[config.mk]
export PLATFORM = sky130hd
export DESIGN_NAME = ram_arbiter_flat
export DESIGN_NICKNAME = d
export VERILOG_FILES = /design/src/rtl/yachip8_pkg.sv /design/src/rtl/ram_arbiter_if.sv /design/src/rtl/ram_arbiter_host_wr_buf.sv /design/src/rtl/ram_arbiter.sv /design/src/flat_wrapper.sv
export SDC_FILE = /design/constraint.sdc
export NUM_CORES = 1
export LEC_CHECK = 0
export BUFFER_PORTS_ARGS = -buffer_cell sky130_fd_sc_hd__buf_2
export CAP_MARGIN = 20
export CORE_MARGIN = 4
export CORE_UTILIZATION = 42
export DETAILED_ROUTE_END_ITERATION = 8
export PLACE_DENSITY = 0.88
export SETUP_SLACK_MARGIN = 0.5
export SLEW_MARGIN = 30
export SYNTH_ARGS = -nofsm -noshare
export SYNTH_HDL_FRONTEND = slang
export SYNTH_SLANG_ARGS = --single-unit
[constraint.sdc]
create_clock -name clk -period 4.1 [get_ports clk]
set_clock_uncertainty 0.1 [all_clocks]
set_input_delay 0.205 -clock clk [delete_from_list [all_inputs] [get_ports clk]]
set_output_delay 0.205 -clock clk [all_outputs]
set_load 0.02 [all_outputs]
[src/rtl/yachip8_pkg.sv]
// Shared definitions for the yachip8 RAM arbitration logic.
package yachip8_pkg;

    // Owner of the shared RAM for the current cycle.
    typedef enum logic [1:0] {
        OWN_NONE = 2'd0,
        OWN_HOST = 2'd1,
        OWN_CPU  = 2'd2,
        OWN_DISP = 2'd3
    } owner_e;

    // Byte address widths of the two RAM instances.
    localparam int CH_ADDR_W   = 12;
    localparam int DISP_ADDR_W = 8;

endpackage

[src/rtl/ram_arbiter_if.sv]
// Bus bundle between the requesters, the arbiter and the dual-port RAM.
// slave: the arbiter side; master: requesters plus RAM.
interface ram_arbiter_if #(
    parameter int ADDR_W = 12
);
    logic              host_valid;
    logic              host_ready;
    logic [ADDR_W-2:0] host_addr;
    logic [15:0]       host_wdata;

    logic              cpu_req;
    logic              cpu_gnt;
    logic [ADDR_W-1:0] cpu_aa;
    logic [ADDR_W-1:0] cpu_ab;
    logic [7:0]        cpu_da;
    logic [7:0]        cpu_db;
    logic              cpu_wa;
    logic              cpu_wb;

    logic              disp_req;
    logic [ADDR_W-1:0] disp_addr;
    logic              disp_gnt;
    logic              disp_rvalid;
    logic [7:0]        disp_rdata;

    logic [ADDR_W-1:0] ram_aa;
    logic [ADDR_W-1:0] ram_ab;
    logic [7:0]        ram_da;
    logic [7:0]        ram_db;
    logic              ram_wa;
    logic              ram_wb;
    logic [7:0]        ram_qa;

    logic [15:0]       stat_stall;

    modport slave (
        input  host_valid, host_addr, host_wdata,
        input  cpu_req, cpu_aa, cpu_ab, cpu_da, cpu_db, cpu_wa, cpu_wb,
        input  disp_req, disp_addr, ram_qa,
        output host_ready, cpu_gnt, disp_gnt, disp_rvalid, disp_rdata,
        output ram_aa, ram_ab, ram_da, ram_db, ram_wa, ram_wb, stat_stall
    );

    modport master (
        output host_valid, host_addr, host_wdata,
        output cpu_req, cpu_aa, cpu_ab, cpu_da, cpu_db, cpu_wa, cpu_wb,
        output disp_req, disp_addr, ram_qa,
        input  host_ready, cpu_gnt, disp_gnt, disp_rvalid, disp_rdata,
        input  ram_aa, ram_ab, ram_da, ram_db, ram_wa, ram_wb, stat_stall
    );
endinterface

[src/rtl/ram_arbiter_host_wr_buf.sv]
// One-entry valid/ready buffer holding a host 16-bit word write until the
// arbiter grants it the RAM. Accept and drain are mutually exclusive since
// accept needs the buffer empty and drain needs it full.
module host_wr_buf #(
    parameter int ADDR_W = 12
) (
    input  logic              clk,
    input  logic              reset,
    input  logic              in_valid,
    output logic              in_ready,
    input  logic [ADDR_W-2:0] in_addr,
    input  logic [15:0]       in_data,
    input  logic              drain,
    output logic              full,
    output logic [ADDR_W-2:0] addr,
    output logic [15:0]       data
);
    logic              full_q, full_d;
    logic [ADDR_W-2:0] addr_q, addr_d;
    logic [15:0]       data_q, data_d;

    assign in_ready = !full_q;
    assign full     = full_q;
    assign addr     = addr_q;
    assign data     = data_q;

    // Next-state: capture a word when empty, release it on drain.
    always_comb begin
        full_d = full_q;
        addr_d = addr_q;
        data_d = data_q;
        if (drain) begin
            full_d = 1'b0;
        end else if (in_valid && !full_q) begin
            full_d = 1'b1;
            addr_d = in_addr;
            data_d = in_data;
        end
    end

    // State registers; reset drops any buffered word.
    always_ff @(posedge clk) begin
        if (reset) begin
            full_q <= 1'b0;
            addr_q <= '0;
            data_q <= '0;
        end else begin
            full_q <= full_d;
            addr_q <= addr_d;
            data_q <= data_d;
        end
    end
endmodule

[src/rtl/ram_arbiter.sv]
// Arbitrates one dual-port byte RAM between host word writes (buffered),
// the CPU core and display scan-out reads. A display starved for
// DISP_MAX_WAIT consecutive cycles is promoted above everything else.
// Optional macro ARB_STATS_EN builds the stat_stall counter.
module ram_arbiter
    import yachip8_pkg::*;
#(
    parameter int ADDR_W        = CH_ADDR_W,
    parameter int DISP_MAX_WAIT = 4,
    parameter int WAIT_W        = 3
) (
    input  logic clk,
    input  logic reset,
    ram_arbiter_if.slave bus
);
    localparam logic [WAIT_W-1:0] WAIT_MAX = '1;
    localparam logic [WAIT_W-1:0] WAIT_LIM = WAIT_W'(DISP_MAX_WAIT);

    owner_e            owner;
    logic              buf_full;
    logic [ADDR_W-2:0] buf_addr;
    logic [15:0]       buf_data;
    logic [WAIT_W-1:0] wait_cnt_q, wait_cnt_d;
    logic              disp_rvalid_q, disp_rvalid_d;
    logic              disp_denied;

    host_wr_buf #(.ADDR_W(ADDR_W)) u_host_wr_buf (
        .clk      (clk),
        .reset    (reset),
        .in_valid (bus.host_valid),
        .in_ready (bus.host_ready),
        .in_addr  (bus.host_addr),
        .in_data  (bus.host_wdata),
        .drain    (owner == OWN_HOST),
        .full     (buf_full),
        .addr     (buf_addr),
        .data     (buf_data)
    );

    // Owner select; nobody owns the RAM while reset is asserted.
    always_comb begin
        owner = OWN_NONE;
        if (!reset) begin
            if (bus.disp_req && wait_cnt_q >= WAIT_LIM) owner = OWN_DISP;
            else if (buf_full)                          owner = OWN_HOST;
            else if (bus.cpu_req)                       owner = OWN_CPU;
            else if (bus.disp_req)                      owner = OWN_DISP;
        end
    end

    assign bus.cpu_gnt     = (owner == OWN_CPU);
    assign bus.disp_gnt    = (owner == OWN_DISP);
    assign bus.disp_rvalid = disp_rvalid_q;
    assign bus.disp_rdata  = bus.ram_qa;
    assign disp_denied     = bus.disp_req && (owner != OWN_DISP);

    // RAM port mux driven by the current owner; idle ports are all-zero.
    always_comb begin
        bus.ram_aa = '0;
        bus.ram_ab = '0;
        bus.ram_da = '0;
        bus.ram_db = '0;
        bus.ram_wa = 1'b0;
        bus.ram_wb = 1'b0;
        case (owner)
            OWN_HOST: begin
                bus.ram_aa = {buf_addr, 1'b0};
                bus.ram_da = buf_data[15:8];
                bus.ram_ab = {buf_addr, 1'b1};
                bus.ram_db = buf_data[7:0];
                bus.ram_wa = 1'b1;
                bus.ram_wb = 1'b1;
            end
            OWN_CPU: begin
                bus.ram_aa = bus.cpu_aa;
                bus.ram_ab = bus.cpu_ab;
                bus.ram_da = bus.cpu_da;
                bus.ram_db = bus.cpu_db;
                bus.ram_wa = bus.cpu_wa;
                bus.ram_wb = bus.cpu_wb;
            end
            OWN_DISP: begin
                bus.ram_aa = bus.disp_addr;
            end
            default: ;
        endcase
    end

    // Wait counter: counts consecutive denied display cycles, saturating.
    always_comb begin
        wait_cnt_d    = '0;
        disp_rvalid_d = (owner == OWN_DISP);
        if (disp_denied) begin
            wait_cnt_d = (wait_cnt_q == WAIT_MAX) ? wait_cnt_q : wait_cnt_q + 1'b1;
        end
    end

    // Wait counter and read-valid registers.
    always_ff @(posedge clk) begin
        if (reset) begin
            wait_cnt_q    <= '0;
            disp_rvalid_q <= 1'b0;
        end else begin
            wait_cnt_q    <= wait_cnt_d;
            disp_rvalid_q <= disp_rvalid_d;
        end
    end

`ifdef ARB_STATS_EN
    logic [15:0] stall_q, stall_d;

    // Saturating count of every denied display cycle.
    always_comb begin
        stall_d = stall_q;
        if (disp_denied && stall_q != 16'hFFFF) stall_d = stall_q + 16'd1;
    end

    // Stall counter register.
    always_ff @(posedge clk) begin
        if (reset) stall_q <= '0;
        else       stall_q <= stall_d;
    end

    assign bus.stat_stall = stall_q;
`else
    assign bus.stat_stall = '0;
`endif
endmodule

[src/flat_wrapper.sv]
// flat-port wrapper written by rule: the top's interface ports become plain ports
module ram_arbiter_flat import yachip8_pkg::*;
#(
    parameter int ADDR_W        = CH_ADDR_W,
    parameter int DISP_MAX_WAIT = 4,
    parameter int WAIT_W        = 3
)
  (clk, reset, bus_host_valid, bus_host_addr, bus_host_wdata, bus_cpu_req, bus_cpu_aa, bus_cpu_ab, bus_cpu_da, bus_cpu_db, bus_cpu_wa, bus_cpu_wb, bus_disp_req, bus_disp_addr, bus_ram_qa, bus_host_ready, bus_cpu_gnt, bus_disp_gnt, bus_disp_rvalid, bus_disp_rdata, bus_ram_aa, bus_ram_ab, bus_ram_da, bus_ram_db, bus_ram_wa, bus_ram_wb, bus_stat_stall);
  ram_arbiter_if #(.ADDR_W(ADDR_W)) bus_i ();
  input  logic clk;
  input  logic reset;
  input wire logic [$bits(bus_i.host_valid)-1:0] bus_host_valid;
  input wire logic [$bits(bus_i.host_addr)-1:0] bus_host_addr;
  input wire logic [$bits(bus_i.host_wdata)-1:0] bus_host_wdata;
  input wire logic [$bits(bus_i.cpu_req)-1:0] bus_cpu_req;
  input wire logic [$bits(bus_i.cpu_aa)-1:0] bus_cpu_aa;
  input wire logic [$bits(bus_i.cpu_ab)-1:0] bus_cpu_ab;
  input wire logic [$bits(bus_i.cpu_da)-1:0] bus_cpu_da;
  input wire logic [$bits(bus_i.cpu_db)-1:0] bus_cpu_db;
  input wire logic [$bits(bus_i.cpu_wa)-1:0] bus_cpu_wa;
  input wire logic [$bits(bus_i.cpu_wb)-1:0] bus_cpu_wb;
  input wire logic [$bits(bus_i.disp_req)-1:0] bus_disp_req;
  input wire logic [$bits(bus_i.disp_addr)-1:0] bus_disp_addr;
  input wire logic [$bits(bus_i.ram_qa)-1:0] bus_ram_qa;
  output wire logic [$bits(bus_i.host_ready)-1:0] bus_host_ready;
  output wire logic [$bits(bus_i.cpu_gnt)-1:0] bus_cpu_gnt;
  output wire logic [$bits(bus_i.disp_gnt)-1:0] bus_disp_gnt;
  output wire logic [$bits(bus_i.disp_rvalid)-1:0] bus_disp_rvalid;
  output wire logic [$bits(bus_i.disp_rdata)-1:0] bus_disp_rdata;
  output wire logic [$bits(bus_i.ram_aa)-1:0] bus_ram_aa;
  output wire logic [$bits(bus_i.ram_ab)-1:0] bus_ram_ab;
  output wire logic [$bits(bus_i.ram_da)-1:0] bus_ram_da;
  output wire logic [$bits(bus_i.ram_db)-1:0] bus_ram_db;
  output wire logic [$bits(bus_i.ram_wa)-1:0] bus_ram_wa;
  output wire logic [$bits(bus_i.ram_wb)-1:0] bus_ram_wb;
  output wire logic [$bits(bus_i.stat_stall)-1:0] bus_stat_stall;
  assign bus_i.host_valid = bus_host_valid;
  assign bus_i.host_addr = bus_host_addr;
  assign bus_i.host_wdata = bus_host_wdata;
  assign bus_i.cpu_req = bus_cpu_req;
  assign bus_i.cpu_aa = bus_cpu_aa;
  assign bus_i.cpu_ab = bus_cpu_ab;
  assign bus_i.cpu_da = bus_cpu_da;
  assign bus_i.cpu_db = bus_cpu_db;
  assign bus_i.cpu_wa = bus_cpu_wa;
  assign bus_i.cpu_wb = bus_cpu_wb;
  assign bus_i.disp_req = bus_disp_req;
  assign bus_i.disp_addr = bus_disp_addr;
  assign bus_i.ram_qa = bus_ram_qa;
  assign bus_host_ready = bus_i.host_ready;
  assign bus_cpu_gnt = bus_i.cpu_gnt;
  assign bus_disp_gnt = bus_i.disp_gnt;
  assign bus_disp_rvalid = bus_i.disp_rvalid;
  assign bus_disp_rdata = bus_i.disp_rdata;
  assign bus_ram_aa = bus_i.ram_aa;
  assign bus_ram_ab = bus_i.ram_ab;
  assign bus_ram_da = bus_i.ram_da;
  assign bus_ram_db = bus_i.ram_db;
  assign bus_ram_wa = bus_i.ram_wa;
  assign bus_ram_wb = bus_i.ram_wb;
  assign bus_stat_stall = bus_i.stat_stall;
  ram_arbiter #(.ADDR_W(ADDR_W), .DISP_MAX_WAIT(DISP_MAX_WAIT), .WAIT_W(WAIT_W)) u_core (.clk(clk), .reset(reset), .bus(bus_i));
endmodule
[Yosys cells after proc, flatten, opt, wreduce, memory -nomap -nowiden]
Cells that the tools add are included.
Word-level totals
  register bits: 32
  input bits: 94
  output and inout port bits: 70
  logic and storage cells: 32
Cells by class
  add/subtract/negate cells: 1
  order comparisons: 1
  eq/ne operators: 5
  muxes and demuxes: 11
  bitwise gates (word level): 2
  reduce and logical (&&, ||, !) cells: 7
Operator list (number)
  $pmux W12 S3: 1
  $pmux W8 S2: 2
  $pmux W12 S2: 1
  $mux W2: 5
  $eq A2 B2 Y1 const B: 2
  $pmux W1 S2: 2
  $reduce_or A2 Y1: 2
  $add A3 B1 Y3 const B: 1
  $eq A3 B3 Y1 const B: 1
  $ge A3 B3 Y1 const B: 1
  $logic_and A1 B1 Y1: 3
  $eq A2 B1 Y1 const B: 1
  $ne A2 B2 Y1 const B: 1
  $not A1 Y1: 2
  $reduce_and A2 Y1: 1
  $logic_not A1 Y1: 1

[Logic depth before layout (Yosys ltp)]
Gate-level depths: netlist (run 1).
  word-level depth: 9
  gate-level depth with buffers: 11
  depth with buffers taken out: 7

[Hierarchy]
Synthesis (run 1) repeated with hierarchy kept, for this count alone.
Unflattened totals
  cell total of the unflattened synthesis: 292
  area total of the unflattened synthesis: 2514.9 µm²
Modules (own cells, without submodules)
  host_wr_buf: instances 1, cells each 122, area an instance 1268.7 µm², sequential area each 560.5 µm²
  ram_arbiter: instances 1, cells each 170, area an instance 1246.2 µm², sequential area each 80.1 µm²

[Least setup slack after synthesis (run 1)]
No wires, ideal clock.
  kind: register -> output
  start point: register u_core.u_host_wr_buf.full_q, in the netlist u_core.u_host_wr_buf.full
  end point: output port bus_ram_da[0]
  arrival time: 2.049 ns
  data required time: 3.795 ns
  path slack: 1.746 ns
  stages on the path, launching flop included: 10
  path buffers: 3
  cells stage by stage: dfxtp_1 > buf_6 > inv_1 > o21ai_0 > a21o_1 > ha_1 > buf_2 > nor2b_1 > buf_2 > a22o_1
Between the ends
  longest elaborated chain between the ends: 5
  elaborated cells between the ends (all ways): 6
  classes of those cells: eq/ne (2); mux (4)
RTL lines
  start: declaration: RTL line ram_arbiter_host_wr_buf.sv:18  | logic full_q, full_d;
  start signal: assignment: RTL line ram_arbiter_host_wr_buf.sv:48  | full_q <= full_d;
  $mux W2 *: RTL line ram_arbiter.sv:45  | else if (buf_full) owner = OWN_HOST;
  $mux W2 *: RTL line ram_arbiter.sv:44  | if (bus.disp_req && wait_cnt_q >= WAIT_LIM) owner = OWN_DISP;
  $mux W2 *: RTL line ram_arbiter.sv:43  | if (!reset) begin
  $eq A2 B2 Y1 / $eq A2 B1 Y1 (equally long branches): RTL line ram_arbiter.sv:65  | case (owner)
  $pmux W8 S2 *: RTL line ram_arbiter.sv:65
  end: declaration: RTL line flat_wrapper.sv:32  | output wire logic [$bits(bus_i.ram_da)-1:0] bus_ram_da;
Mark *: on every way between the ends. The rest lies on a longest branch, timed or not.

[Worst setup path after layout (run 1)]
  start point: register u_core.wait_cnt_q[2]
  end point: output port bus_ram_da[7]
Between the ends
  longest elaborated chain between the ends: 6
  elaborated cells between the ends (all ways): 7
  classes of those cells: order compare (1); eq/ne (2); mux (3); reduce/logical (1)
RTL lines
  start: declaration: RTL line ram_arbiter.sv:23  | logic [WAIT_W-1:0] wait_cnt_q, wait_cnt_d;
  start signal: assignment: RTL line ram_arbiter.sv:104  | wait_cnt_q <= wait_cnt_d;
  $ge A3 B3 Y1 *: RTL line ram_arbiter.sv:44
  $logic_and A1 B1 Y1 *: RTL line ram_arbiter.sv:44
  $mux W2 *: RTL line ram_arbiter.sv:44
  $mux W2 *: RTL line ram_arbiter.sv:43
  $eq A2 B2 Y1 / $eq A2 B1 Y1 (equally long branches): RTL line ram_arbiter.sv:65
  $pmux W8 S2 *: RTL line ram_arbiter.sv:65
Marked as above.

==> impl_results.md, run 1 <==
- Pre-CTS setup slack: 1.24 ns
- RSZ-0062 raised after global routing: false
- Mapped cell area: 2030 µm²
- First-pass GRT wire length: 9.67 mm
- Placed Area: 2500 µm²
- Die X: 77.5 µm
- Measured slew at the worst slew-check pin: 0.895 ns
- Comb pwr share: 27.0%
- I/O Buffers: 131
- Maximum VDD drop: 0.000151 V
- Post-synthesis mux area share: 0.987%
- Clock power share: 30.2%
- Tot GR Track Use: 19.3%
- Setup crit start: u_core.wait_cnt_q[2]
- Sink Count: 32
- PwrDens: 309 nW/µm²
- Slew margin rel.: 40.3%
- CP Capture Type: output pin
- Avg Synthesized Cell Area: 7.57 µm²
- Int Pwr: 0.547 mW
- H-Tree Depth: 2
- Synth Register Bits: 32
- Hold_ws: 0.0632 ns
- Congestion Overflow GR: 0
- Critical path arrival: 2.74 ns
- Fin worst setup slack: 1.05 ns
- Pre-Repair DR Iteration Count: 5
- Crit path max fanout: 17
- Inst Count DP: 424
- Fin cells: 432
- Vias in the first global route: 2131
- Die Span Y: 77.5 µm
- Core ar.: 4690 µm²
- Clock transition at path regs: 0.07 ns
- Routed vias/inst: 5.08
- Row cnt: 25
- Fin crit period: 3.05 ns
- Final Cycle Share: 74.3%
- Drt first-iter violations: 157
- Syn. warnings: 0
- Fmax: 0.328 GHz
- Share of cells above drive strength 1: 38.6%
- Wirelength per Cell: 13.8 µm
- CTS max path bufs: 2
- Final hold viol count: 0
- Largest net degree at the start of global routing: 37
- Num CTS Buffers: 5
- Final instance area: 2590 µm²
- Clock root buffer master: clkbuf_8
- Sw Share: 31.7%
- Synth Instances: 268
- HPWL Detailed: 4.62 mm
- # hold bufs at CTS: 0
- Pleak: 1.32 nW
- Reg2reg start: u_core.wait_cnt_q[2]
- Starting Density: 43.2%
- Main combinational cell family by area after synthesis: compound AO/OA/AOI/OAI gates
- Post-layout util: 55.3%
- Category of the worst setup path launch point: flop
- Count of pins over their slew limit: 0
- Post-synthesis simple-gate area fraction: 22.1%
- Initial antenna violation count: 0
- I/O Pins: 164
- Power Total: 0.802 mW
- Worst skew pair latency: 0.28 ns
- Post-CTS Resized: 0
- Area added between synthesis and finish: 27.8%
- Sequential share of the synthesized area: 31.6%
- TNS Setup: 0 ns
- Synth Area in Adders: 3.08%
- Seq pwr share: 42.9%
- Sw power: 0.255 mW
- Post-CTS setup buffers: 0
- Post-Synth XOR/XNOR Area: 0.432%
- Wirelength, routed: 5.97 mm
- Nets: 476
- Endpoints failing setup: 0
- DIE AREA: 6000 µm²
- Ant. Diodes: 0
- Hold_sp: bus_host_wdata[5]
- Outcome: finished clean
- Req. time, crit path: 3.80 ns
- Hold Crit Class: primary input to flop
- Crit path kind: flop to output pin
- Compound-Gate Fraction of Synth Area: 25.0%
- Antenna viol nets, final: 0
- CTS tree: built
- Drt drc: 0
- Max-Cap Viols: 0
- Vias: 2196
- GP Congestion: 0.830
- Synth cell types: 31
==> per-layer routing <==
metal	routed length (µm)	track usage (%)
met5	0	0
met4	52	5.34
met3	536	6.03
met2	2960	34.0
met1	2420	22.5
==> layout by cell type (no fill, tap or decap) <==
cell,netlist,final
buf_2,6,131
and4b_1,1,1
xor2_1,1,1
nor3b_4,1,1
dfxtp_1,32,32
a21oi_1,34,34
a31oi_1,2,2
ha_1,5,5
o21bai_1,1,1
buf_6,4,1
clkinv_2,0,2
nand2_1,61,61
nor2_1,29,29
clkbuf_8,0,6
and3_1,1,1
nand3_1,2,2
buf_4,26,2
o21ai_0,1,1
nor3_1,2,2
or3b_4,1,1
a22oi_1,11,11
nor2b_1,3,3
or2_2,2,2
mux2i_1,2,2
nand2b_1,2,2
a222oi_1,9,9
a21o_1,1,1
a22o_1,15,15
inv_1,1,1
conb_1,1,16
==> logic make-up after synthesis <==
kind of cell,count (synthesis)
compound gates,74
xor+xnor,1
fa+ha+maj,5
buf+inv,48
flops,32
mux,2
other cells,1
simple gates,105
==> power by group through the flow <==
| stage | registers, mW | clock network [mW] | logic [mW] |
|---|---|---|---|
| global route | 0.346 | 0.265 | 0.239 |
| CTS | 0.344 | 0.250 | 0.216 |
| detailed placement | 0.350 | 0 | 0.216 |
| finish | 0.344 | 0.242 | 0.216 |
| global placement | 0.350 | 0 | 0.210 |
| floorplan | 0.345 | 0 | 0.175 |
==> final timing paths <==
| check | to | slack (ns) | cells after the start |
|---|---|---|---|
| hold / removal | u_core.u_host_wr_buf.data[5] | 0.06 | 3 |
| setup / recovery | bus_ram_da[7] | 1.05 | 7 |
| hold reg to reg | u_core.u_host_wr_buf.data[13] | 0.36 | 2 |
| setup reg to reg | u_core.u_host_wr_buf.data[1] | 1.84 | 8 |
==> sequential cells by signal, summed over array words and instances, names as in the netlist <==
| name | cells |
|---|---|
| u_core.wait_cnt_q | 3 |
| u_core.u_host_wr_buf.full | 1 |
| u_core.u_host_wr_buf.addr | 11 |
| u_core.u_host_wr_buf.data | 16 |
| u_core.bus.disp_rvalid | 1 |
==> layout make-up <==
type	instances	area, µm²
clock buffers	6	82.6
clock inverters	2	10.0
fillers	455	2100
inverters	1	3.75
multi-input cells	203	1110
flip-flops and latches	32	641
well taps	54	67.6
repair buffers	134	682
==> Yosys cell counts (all sizes together) <==
cell type,number,share of area [%]
a22oi,11,4.1
a21oi,34,8.4
ha,5,3.1
a222oi,9,4.4
nand3,2,0.49
a21o,1,0.37
and4b,1,0.49
xor2,1,0.43
dfxtp,32,32
mux2i,2,0.99
a31oi,2,0.62
inv,1,0.18
nor2,29,5.4
nand2b,2,0.62
nor3,2,0.49
or3b,1,0.56
nand2,61,11
nor2b,3,0.93
and3,1,0.31
o21ai,1,0.25
buf,39,15
or2,2,0.62
o21bai,1,0.37
nor3b,1,0.93
a22o,15,6.5
conb,1,0.18
clkbuf,8,1.5
==> worst max-delay path: stages, from the launching register on <==
cell and delay, ns:
dfxtp_1 0.35, nand2b_1 0.15, a21oi_1 0.19, nor2_1 0.09, ha_1 0.57, and4b_1 0.73
a22o_1 0.22, buf_2 0.16
(Power assumes the default switching activity.)
==> inputs of run 2 (changes only) <==
--- a/config.mk
+++ b/config.mk
@@ -8,9 +8,9 @@
 export BUFFER_PORTS_ARGS = -buffer_cell sky130_fd_sc_hd__buf_2
 export CAP_MARGIN = 20
 export CORE_MARGIN = 4
-export CORE_UTILIZATION = 42
+export CORE_UTILIZATION = 39
 export DETAILED_ROUTE_END_ITERATION = 8
-export PLACE_DENSITY = 0.88
+export PLACE_DENSITY = 0.82
 export SETUP_SLACK_MARGIN = 0.5
 export SLEW_MARGIN = 30
 export SYNTH_ARGS = -nofsm -noshare
==> constraint.sdc (replaced) <==
create_clock -name clk -period 3.17 [get_ports clk]
set_clock_uncertainty 0.1 [all_clocks]
set_input_delay 0.1585 -clock clk [delete_from_list [all_inputs] [get_ports clk]]
set_output_delay 0.1585 -clock clk [all_outputs]
set_load 0.02 [all_outputs]
==> run 2 against run 1 <==
Compared with the run above: global-route usage down 0.076 points; worst hold slack got worse by 0.052 ns; utilization shrank 1.1 points.
==> impl_results.md, run 2 (synthesis gave the netlist of run 1 again) <==
- Crit path kind: flop to output pin
- DIE AREA: 6420 µm² (+6.9%)
- Final hold viol count: 0 (unchanged)
- Outcome: finished clean
- CTS max path bufs: 2 (unchanged)
- Final instance area: 2640 µm² (+2.0%)
- PwrDens: 391 nW/µm² (+26%)
- Die X: 80.1 µm (+3.4%)
- First-pass GRT wire length: 9.84 mm (+1.8%)
- HPWL Detailed: 4.87 mm (+5.4%)
- Antenna viol nets, final: 0 (unchanged)
- H-Tree Depth: 2 (unchanged)
- Congestion Overflow GR: 0 (unchanged)
- Core ar.: 4880 µm² (+4.0%)
- Grt met2 use: 34.3% (+0.25 points)
- Clock transition at path regs: 0.06 ns (about the same)
- GRT met3 Usage: 5.61% (-0.43 points)
- Req. time, crit path: 2.91 ns (-0.89 ns)
- I/O Pins: 164 (unchanged)
- Maximum VDD drop: 0.000230 V (+53%)
- Most common cell after layout, fill and taps aside: buf_2
- Power Total: 1.03 mW (+29%)
- Inst Count DP: 439 (+3.5%)
- GP Congestion: 0.797 (-4.0%)
- Crit path max fanout: 18 (+1)
- Sink Count: 32 (unchanged)
- Count of pins over their slew limit: 0 (unchanged)
- # hold bufs at CTS: 0 (unchanged)
- Share of cells above drive strength 1: 40.0% (+1.4 points)
- Fin cells: 447 (+3.5%)
- Largest net degree at the start of global routing: 34 (-8.1%)
- Endpoints failing setup: 0 (unchanged)
- Initial antenna violation count: 0 (unchanged)
- Worst skew pair latency: 0.28 ns (about the same)
- Ant. Diodes: 0 (unchanged)
- Clock root buffer master: clkbuf_8
- Num CTS Buffers: 5 (unchanged)
- Fmax: 0.407 GHz
- Most frequent cells in the layout: buf_2 (131), nand2_1 (61), a21oi_1 (34)
- Vias: 2288 (+4.2%)
- Routed vias/inst: 5.12 (+0.69%)
- Die Span Y: 80.1 µm (+3.4%)
- Pleak: 1.32 nW (+0.23%)
- Drt drc: 0 (unchanged)
- RSZ-0062 raised after global routing: false
- Post-CTS setup buffers: 0 (unchanged)
- Row cnt: 25 (unchanged)
- M1 GR Usage: 21.2% (-1.2 points)
- Nets: 479 (+0.63%)
- Category of the worst setup path launch point: flop
- Pre-Repair DR Iteration Count: 5 (unchanged)
- Final Cycle Share: 77.5%
- Max-Cap Viols: 0 (unchanged)
- Drt first-iter violations: 146 (-7.0%)
- TNS Setup: 0 ns (unchanged)
- Critical path arrival: 2.20 ns (-0.54 ns)
- Wirelength per Cell: 14.9 µm (+8.1%)
- Placed Area: 2530 µm² (+1.1%)
- Vias in the first global route: 2221 (+4.2%)
- CP Capture Type: output pin
- Area added between synthesis and finish: 30.4%
- Most Crowded Layer GR: met2
- Post-layout util: 54.2% (-1.1 points)
- Fin crit period: 2.46 ns
- Wirelength, routed: 6.68 mm (+12%)
- I/O Buffers: 131 (unchanged)
- Tot GR Track Use: 19.2% (-0.076 points)
- Max FFs per register: 16 (unchanged)
- R2R Setup Slk: 1.20 ns (-0.64 ns)
- CTS tree: built
- Hold Crit Class: primary input to flop
- Starting Density: 41.6% (-1.7 points)
==> run 2: final cells by class <==
type,instances,area [µm²]
well taps,67,83.8
flip-flops and latches,32,642
clock buffers,6,72.6
multi-input cells,204,1140
fillers,486,2240
inverters,1,3.75
repair buffers,136,693
clock inverters,1,5.00
==> run 2: repair_timing <==
action / in CTS / in global routing
cloned: 0 / 1
resized for setup: 5 / 3
setup endpoints to repair: 15 / 33
==> run 2: power by group <==
| group | switching [mW] | internal, mW |
|---|---|---|
| Combinational | 0.178 | 0.117 |
| Sequential | 0.0198 | 0.427 |
| Clock | 0.142 | 0.149 |
==> run 2: critical path, cell delays in order (launching register included) <==
cell and delay, ns:
dfxtp_1 0.40, nand2b_1 0.13, a21oi_1 0.08, nor2_1 0.23, ha_4 0.32, and4b_4 0.44, a22o_1 0.16, buf_2 0.16
==> run 2: through the flow <==
stage          setup slack [ns]  hold slack [ns]
2_1_floorplan             0.862            0.194
4_1_cts                   0.582         0.000571
3_3_place_gp              0.634            0.217
3_5_place_dp              0.484            0.217
5_1_grt                   0.525          0.00195
6_report                  0.712           0.0115
==> run 2: per-layer routing <==
layer  up-vias  part of all wire [%]
li1       1113                     -
met1      1042                    39
met2       119                    49
met3        14                    10
met4         0                   1.8
met5         -                     0
==> run 2: path summary, 6_finish.rpt <==
| kind | start | to | cells after the start |
|---|---|---|---|
| worst max-delay path | u_core.wait_cnt_q[2] | bus_ram_da[4] | 7 |
| worst min-delay path | bus_host_wdata[12] | u_core.u_host_wr_buf.data[12] | 3 |
| worst max register to register | u_core.wait_cnt_q[2] | u_core.u_host_wr_buf.data[5] | 7 |
| worst min register to register | u_core.u_host_wr_buf.data[4] | u_core.u_host_wr_buf.data[4] | 2 |
